`config.mk`:
```
export PLATFORM = sky130hd
export DESIGN_NAME = tpu_mm_sequencer_flat
export DESIGN_NICKNAME = d
export VERILOG_FILES = /design/src/rtl/tpu_mm_sequencer_pkg.sv /design/src/rtl/tpu_mm_sequencer_if.sv /design/src/rtl/tpu_mm_sequencer.sv /design/src/flat_wrapper.sv
export SDC_FILE = /design/constraint.sdc
export NUM_CORES = 1
export LEC_CHECK = 0
export BUFFER_PORTS_ARGS = -buffer_cell sky130_fd_sc_hd__buf_2
export CAP_MARGIN = 10
export CORE_AREA = 5 5 123 125
export DETAILED_ROUTE_END_ITERATION = 16
export DIE_AREA = 0 0 128 130
export SYNTH_ARGS = -nofsm -noshare
export SYNTH_HDL_FRONTEND = slang
export SYNTH_SLANG_ARGS = --single-unit
```
`constraint.sdc`:
```
create_clock -name clk -period 2.6 [get_ports clk]
set_clock_uncertainty 0.05 [all_clocks]
set_input_delay 0.52 -clock clk [delete_from_list [all_inputs] [get_ports clk]]
set_output_delay 0.52 -clock clk [all_outputs]
set_load 0.05 [all_outputs]
```
`src/rtl/tpu_mm_sequencer_pkg.sv`:
```
// tpu_seq_pkg: sequencer FSM state encoding and the TPU bus memory map.
package tpu_seq_pkg;

  typedef enum logic [2:0] {
    ST_IDLE    = 3'd0,
    ST_LOAD_AB = 3'd1,
    ST_CLR_C   = 3'd2,
    ST_TRIG    = 3'd3,
    ST_WAIT    = 3'd4,
    ST_READ_C  = 3'd5,
    ST_DONE    = 3'd6
  } state_e;

  // TPU memory map; PARK_ADDR decodes to nothing inside the array.
  localparam logic [15:0] A_BASE     = 16'h0100;
  localparam logic [15:0] B_BASE     = 16'h0200;
  localparam logic [15:0] C_BASE     = 16'h0300;
  localparam logic [15:0] MM_TRIG    = 16'h0400;
  localparam logic [15:0] PARK_ADDR  = 16'h0000;
  localparam logic [15:0] ROW_STRIDE = 16'd8;

  // Bus address of row idx of a matrix region.
  function automatic logic [15:0] row_addr(input logic [15:0] base, input logic [5:0] idx);
    return base + ROW_STRIDE * {10'd0, idx};
  endfunction

endpackage

```
`src/rtl/tpu_mm_sequencer_if.sv`:
```
// TPU memory-mapped bus: master = sequencer, slave = TPU array port.
interface tpu_mm_sequencer_if #(
  parameter int DATAW = 64,
  parameter int ADDRW = 16
);
  logic             tpu_r_w;
  logic [ADDRW-1:0] tpu_addr;
  logic [DATAW-1:0] tpu_wdata;
  logic [DATAW-1:0] tpu_rdata;

  modport master (output tpu_r_w, tpu_addr, tpu_wdata, input tpu_rdata);
  modport slave  (input tpu_r_w, tpu_addr, tpu_wdata, output tpu_rdata);
endinterface

```
`src/rtl/tpu_mm_sequencer.sv`:
```
// tpu_mm_sequencer: runs one full matrix multiply on the TPU over its bus.
// Load A/B rows from source RAM, clear C, trigger, wait, copy C half-rows out.
// Optional build macro TPU_SEQ_ACCUM_EN: accum sampled with start skips the C clear.
module tpu_mm_sequencer
  import tpu_seq_pkg::*;
#(
  parameter int DATAW      = 64,
  parameter int ADDRW      = 16,
  parameter int DIM        = 8,
  parameter int SRC_AW     = 10,
  parameter int RUN_CYCLES = 32
) (
  input  logic              clk,
  input  logic              rst_n,
  input  logic              start,
  input  logic [SRC_AW-1:0] src_base,
  input  logic [SRC_AW-1:0] dst_base,
  input  logic              accum,
  output logic              busy,
  output logic              done,
  output logic              src_rd,
  output logic [SRC_AW-1:0] src_addr,
  input  logic [DATAW-1:0]  src_rdata,
  output logic              dst_we,
  output logic [SRC_AW-1:0] dst_addr,
  output logic [DATAW-1:0]  dst_wdata,
  tpu_mm_sequencer_if.master tpu
);

  localparam logic [5:0] ROWS_A    = 6'(DIM);
  localparam logic [5:0] LAST_LOAD = 6'(2 * DIM);      // one extra step drains the RAM read
  localparam logic [5:0] LAST_ROW  = 6'(2 * DIM - 1);
  localparam int         WCW       = (RUN_CYCLES > 1) ? $clog2(RUN_CYCLES) : 1;
  localparam logic [WCW-1:0] WAIT_LOAD = WCW'(RUN_CYCLES - 1);

  state_e            state_q, state_d;
  logic [5:0]        step_q, step_d;
  logic [WCW-1:0]    wait_q, wait_d;
  logic [SRC_AW-1:0] src_base_q, dst_base_q;
  logic              armed_q;
  logic              accept;
  logic              skip_clr;
  logic [5:0]        load_row;

  // A start in the very cycle reset is released is dropped: armed_q is still 0 then.
  assign accept   = (state_q == ST_IDLE) && start && armed_q;
  assign load_row = step_q - 6'd1;

`ifdef TPU_SEQ_ACCUM_EN
  logic skip_clr_q;

  // Latch the accumulate request together with the accepted start.
  always_ff @(posedge clk or negedge rst_n) begin
    if (!rst_n)      skip_clr_q <= 1'b0;
    else if (accept) skip_clr_q <= accum;
  end

  assign skip_clr = skip_clr_q;
`else
  logic unused_accum;
  assign unused_accum = accum;
  assign skip_clr     = 1'b0;
`endif

  // Next-state logic for the FSM, the shared step counter and the WAIT counter.
  always_comb begin
    // NOTE: every signal gets a default here so no path leaves it unassigned (no latch).
    state_d = state_q;
    step_d  = step_q;
    wait_d  = wait_q;
    case (state_q)
      ST_IDLE: begin
        if (accept) begin
          state_d = ST_LOAD_AB;
          step_d  = 6'd0;
        end
      end
      ST_LOAD_AB: begin
        if (step_q == LAST_LOAD) begin
          step_d  = 6'd0;
          state_d = skip_clr ? ST_TRIG : ST_CLR_C;
        end else begin
          step_d = step_q + 6'd1;
        end
      end
      ST_CLR_C: begin
        if (step_q == LAST_ROW) begin
          step_d  = 6'd0;
          state_d = ST_TRIG;
        end else begin
          step_d = step_q + 6'd1;
        end
      end
      ST_TRIG: begin
        state_d = ST_WAIT;
        wait_d  = WAIT_LOAD;
      end
      ST_WAIT: begin
        if (wait_q == '0) state_d = ST_READ_C;
        else              wait_d  = wait_q - 1'b1;
      end
      ST_READ_C: begin
        if (step_q == LAST_ROW) begin
          step_d  = 6'd0;
          state_d = ST_DONE;
        end else begin
          step_d = step_q + 6'd1;
        end
      end
      ST_DONE: state_d = ST_IDLE;
      default: state_d = ST_IDLE;
    endcase
  end

  // Outputs decoded from state and step; the bus is parked whenever it is not in use.
  always_comb begin
    busy          = (state_q != ST_IDLE);
    done          = (state_q == ST_DONE);
    src_rd        = 1'b0;
    src_addr      = '0;
    dst_we        = 1'b0;
    dst_addr      = '0;
    dst_wdata     = '0;
    tpu.tpu_r_w   = 1'b0;
    tpu.tpu_addr  = ADDRW'(PARK_ADDR);
    tpu.tpu_wdata = '0;
    case (state_q)
      ST_LOAD_AB: begin
        if (step_q != LAST_LOAD) begin
          src_rd   = 1'b1;
          src_addr = src_base_q + SRC_AW'(step_q);
        end
        // RAM data returns one cycle after its read, so writes trail reads by one step.
        if (step_q != 6'd0) begin
          tpu.tpu_r_w   = 1'b1;
          tpu.tpu_wdata = src_rdata;
          tpu.tpu_addr  = (load_row < ROWS_A) ? ADDRW'(row_addr(A_BASE, load_row))
                                              : ADDRW'(row_addr(B_BASE, load_row - ROWS_A));
        end
      end
      ST_CLR_C: begin
        tpu.tpu_r_w  = 1'b1;
        tpu.tpu_addr = ADDRW'(row_addr(C_BASE, step_q));
      end
      ST_TRIG: tpu.tpu_addr = ADDRW'(MM_TRIG);
      ST_READ_C: begin
        tpu.tpu_addr = ADDRW'(row_addr(C_BASE, step_q));
        dst_we       = 1'b1;
        dst_addr     = dst_base_q + SRC_AW'(step_q);
        dst_wdata    = tpu.tpu_rdata;
      end
      default: ;
    endcase
  end

  // State, counters and the bases captured at start.
  always_ff @(posedge clk or negedge rst_n) begin
    if (!rst_n) begin
      state_q    <= ST_IDLE;
      step_q     <= 6'd0;
      wait_q     <= '0;
      src_base_q <= '0;
      dst_base_q <= '0;
      armed_q    <= 1'b0;
    end else begin
      // NOTE: non-blocking so every register samples pre-edge values, matching the hardware.
      state_q <= state_d;
      step_q  <= step_d;
      wait_q  <= wait_d;
      armed_q <= 1'b1;
      if (accept) begin
        src_base_q <= src_base;
        dst_base_q <= dst_base;
      end
    end
  end

endmodule

```
`src/flat_wrapper.sv`:
```
// flat-port wrapper written by rule: the top's interface ports become plain ports
module tpu_mm_sequencer_flat import tpu_seq_pkg::*;
#(
  parameter int DATAW      = 64,
  parameter int ADDRW      = 16,
  parameter int DIM        = 8,
  parameter int SRC_AW     = 10,
  parameter int RUN_CYCLES = 32
)
  (clk, rst_n, start, src_base, dst_base, accum, busy, done, src_rd, src_addr, src_rdata, dst_we, dst_addr, dst_wdata, tpu_tpu_r_w, tpu_tpu_addr, tpu_tpu_wdata, tpu_tpu_rdata);
  tpu_mm_sequencer_if #(.DATAW(DATAW), .ADDRW(ADDRW)) tpu_i ();
  input  logic clk;
  input  logic rst_n;
  input  logic start;
  input  logic [SRC_AW-1:0] src_base;
  input  logic [SRC_AW-1:0] dst_base;
  input  logic accum;
  output logic busy;
  output logic done;
  output logic src_rd;
  output logic [SRC_AW-1:0] src_addr;
  input  logic [DATAW-1:0] src_rdata;
  output logic dst_we;
  output logic [SRC_AW-1:0] dst_addr;
  output logic [DATAW-1:0] dst_wdata;
  output wire logic [$bits(tpu_i.tpu_r_w)-1:0] tpu_tpu_r_w;
  output wire logic [$bits(tpu_i.tpu_addr)-1:0] tpu_tpu_addr;
  output wire logic [$bits(tpu_i.tpu_wdata)-1:0] tpu_tpu_wdata;
  input wire logic [$bits(tpu_i.tpu_rdata)-1:0] tpu_tpu_rdata;
  assign tpu_tpu_r_w = tpu_i.tpu_r_w;
  assign tpu_tpu_addr = tpu_i.tpu_addr;
  assign tpu_tpu_wdata = tpu_i.tpu_wdata;
  assign tpu_i.tpu_rdata = tpu_tpu_rdata;
  tpu_mm_sequencer #(.DATAW(DATAW), .ADDRW(ADDRW), .DIM(DIM), .SRC_AW(SRC_AW), .RUN_CYCLES(RUN_CYCLES)) u_core (.clk(clk), .rst_n(rst_n), .start(start), .src_base(src_base), .dst_base(dst_base), .accum(accum), .busy(busy), .done(done), .src_rd(src_rd), .src_addr(src_addr), .src_rdata(src_rdata), .dst_we(dst_we), .dst_addr(dst_addr), .dst_wdata(dst_wdata), .tpu(tpu_i));
endmodule
```
==> impl_metrics.yaml <==
pwr:
  leakage_nw: 3.72
  power_frac_clock_pct: 46.2
  power_frac_seq_pct: 42.6
  p_sw_mw: 0.306
  ir_drop_uv: 198
  switching_share_pct: 23.8
  combPwrFrac_pct: 11.3
  power.total_mw: 1.28
  p_per_area_nw_per_um2: 179
  intPower_mw: 0.977
clock_tree:
  clk_root_buffer_cell: "clkbuf_16"
  clkTransAtPathRegs_ns: 0.06
  clkLatencyLatePin_ns: 0.28
  clockBufferDepth: 2
  cts_tree: "yes"
  cts_max_level: 2
  clock-sinks: 35
  cts_buffers: 5
yosys:
  yosysWarnings: 0
  synth_flop_cell: "dfrtp_1"
  synth_edf_count: 0
  synth_top_area_cell: "dfrtp_1"
  synth.cell_area_sq_um: 3710
  ys_ff_latch: 35
  yosysMostFrequentCell: "and2_1"
  netlist.area_leader.share_pct: 23.6
  yosys-top-cells-count: "130 x and2_1, 35 x dfrtp_1, 27 x nor2_1, 23 x o21ai_0, 21 x nand2_1"
  netlist_instances: 463
  ys_seq_area_share_pct: 23.6
  avgSynthCellArea_sq_um: 8.02
  yosysUniqueCellTypes: 60
  async_reset_ff_share_pct: 100
  synth_area_leaders: "dfrtp_1 24%, and2_1 22%, ha_1 6.1%, mux2_2 5.8%, o21ai_0 3.1%"
cells_and_area:
  fin_area_sq_um: 7170
  final_cells: 995
  nets: 986
  n_antenna_cell: 0
  area_delta_synth_final_pct: 93.2
  n_fill_cell: 1306
  seqCellArea_sq_um: 880
  drive_gt1_share_pct: 65.8
  post-route-util_pct: 52.1
  multiInputGateArea_sq_um: 3070
worst_setup_path:
  arrival_ns: 2.33
  crit_type: "reg -> out"
  required_ns: 2.03
  critPathMaxFanout: 13
  worstSetupEndpointType: "primary output"
  cp-start-kind: "flip-flop"
timing:
  rsz0062_at_grt: "true"
  finalHoldViolations: 0
  min_period_over_period_pct: 112
  max_freq_mhz: 345
  fin_ws_ns: -0.301
  final-setup-viol-count: 87
  tightest_slew_ns: 0.793
  slew_headroom_pct: 47.2
  fin_crit_ns: 2.90
  slew_violations: 0
  holdWs_ns: 0.270
  tns_ns: -20.37
global_route:
  gr-total-overflow: 0
  grt_usage_pct: 16.8
  grt_max_degree: 75
  first_global_vias: 4421
  grt_pass1_wl_um: 22800
  antenna_found_initial: 1
die:
  fp.dieH_um: 130
  core_area_sq_um: 13800
  std_cell_rows: 43
  dieArea_sq_um: 16600
  start_util_pct: 27.0
  die_w_um: 128
  ios: 321
place:
  place_inst: 970
  port_buffers: 311
  dp_hpwl_um: 12200
  place_congestion: 0.818
  pre_cts_ws_ns: -0.145
  dpl_cell_area_sq_um: 5740
route:
  drc_errors: 0
  avgViaCountPerCell: 4.66
  wirelength_um: 16700
  firstDrtPassIters: 6
  drtIter0Drc: 134
  wl_per_cell_um: 16.8
  vias: 4634
  final_antenna_net_count: 0
outcome:
  violations: "setup timing"
  status: "finished, violations left"
run:
  cap_violations: 0
min_path:
  hold_class: "in -> async"
[layout by cell type, fill, tap and decap left out, drive strengths merged, types with 2 or more instances in the layout]
| cell | Yosys | layout |
|---|---|---|
| nor3 | 17 | 17 |
| nor4 | 4 | 4 |
| o21ai | 27 | 27 |
| nand4b | 2 | 2 |
| xor2 | 10 | 10 |
| or4 | 2 | 2 |
| nand3 | 6 | 6 |
| nor2 | 30 | 30 |
| a21o | 3 | 3 |
| nand2b | 8 | 8 |
| dfrtp | 35 | 35 |
| ha | 18 | 18 |
| nor3b | 2 | 2 |
| mux2 | 19 | 19 |
| clkinvlp | 0 | 2 |
| a211oi | 6 | 6 |
| nand2 | 22 | 22 |
| nor2b | 7 | 7 |
| xnor2 | 2 | 2 |
| or3 | 2 | 2 |
| and2 | 131 | 131 |
| buf | 25 | 369 |
| o21a | 4 | 4 |
| conb | 2 | 9 |
| a211o | 2 | 2 |
| o22ai | 4 | 4 |
| o311ai | 4 | 4 |
| inv | 16 | 16 |
| and3 | 4 | 4 |
| a21oi | 14 | 14 |
| o211ai | 2 | 2 |
| mux2i | 3 | 3 |
| a31oi | 4 | 4 |
| fa | 2 | 2 |
| a22o | 2 | 2 |
| clkbuf | 11 | 9 |
[repair_timing]
item                                    CTS  global route
buffers inserted                          6             7
pin swaps                                17            41
gates cloned                              0             6
endpoints found under the setup margin   91            91
gates resized for setup                 120           248
hold buffers                              0             0
[power by group through the flow]
stage	combinational, mW	sequential (mW)	clock (mW)
after global routing	0.162	0.546	0.630
after detailed placement	0.138	0.556	0
after CTS	0.139	0.546	0.606
after global placement	0.137	0.556	0
after floorplan	0.0369	0.556	0
final	0.145	0.546	0.593
[flip-flops by register name, summed over array words and instances, names as in the netlist]
signal / cells
u_core.step_q: 6
u_core.dst_base_q: 10
u_core.state_q: 3
u_core.armed_q: 1
u_core.wait_q: 5
u_core.src_base_q: 10
[worst max-delay path: stages (launching register included)]
cell	delay [ns]
dfrtp_2	0.50
inv_4	0.12
ha_4	0.14
or4b_4	0.52
nor2_4	0.16
nor2_4	0.10
clkbuf_16	0.19
and2_4	0.16
buf_6	0.15
[path summary, 6_finish.rpt]
path | slack, ns | end | cells past startpoint | start
setup / recovery | -0.30 | tpu_tpu_wdata[42] | 8 | u_core.step_q[0]
max in group asynchronous | 1.67 | u_core.step_q[2] | 1 | rst_n
setup reg to reg | 0.51 | u_core.step_q[5] | 8 | u_core.step_q[0]
hold reg to reg | 0.46 | u_core.wait_q[0] | 1 | u_core.wait_q[0]
hold / removal | 0.27 | u_core.dst_base_q[0] | 1 | rst_n
min in group clk | 0.40 | u_core.dst_base_q[1] | 3 | dst_base[1]
[area by class of cell]
class | count | share of cell area (%)
Clock buffer | 5 | 1.74
Clock inverter | 3 | 0.279
Inverter | 16 | 0.942
Multi-Input combinational cell | 383 | 42.8
Sequential cell | 35 | 12.3
Tap cell | 180 | 3.14
Timing Repair Buffer | 373 | 38.8
[metal layers]
metal | GRT usage (%) | up-vias | routed length, um
met5 | 0 | - | 20
met4 | 2.50 | 2 | 97
met3 | 4.42 | 8 | 1320
met2 | 31.2 | 204 | 9050
met1 | 19.9 | 2167 | 6230
li1 | - | 2253 | -
[logic make-up (layout without fill, tap and decap cells)]
logic type      after synthesis  in the layout  synth area share (%)
fa+ha+maj                    20             20                  7.15
simple gates                242            242                  38.3
compound gates               78             78                  13.4
flops                        35             35                  23.6
mux                          22             22                  6.57
buf+inv                      52            397                  7.99
xor+xnor                     12             12                  2.83
other cells                   2              9                 0.202
(Power assumes the default switching activity.)
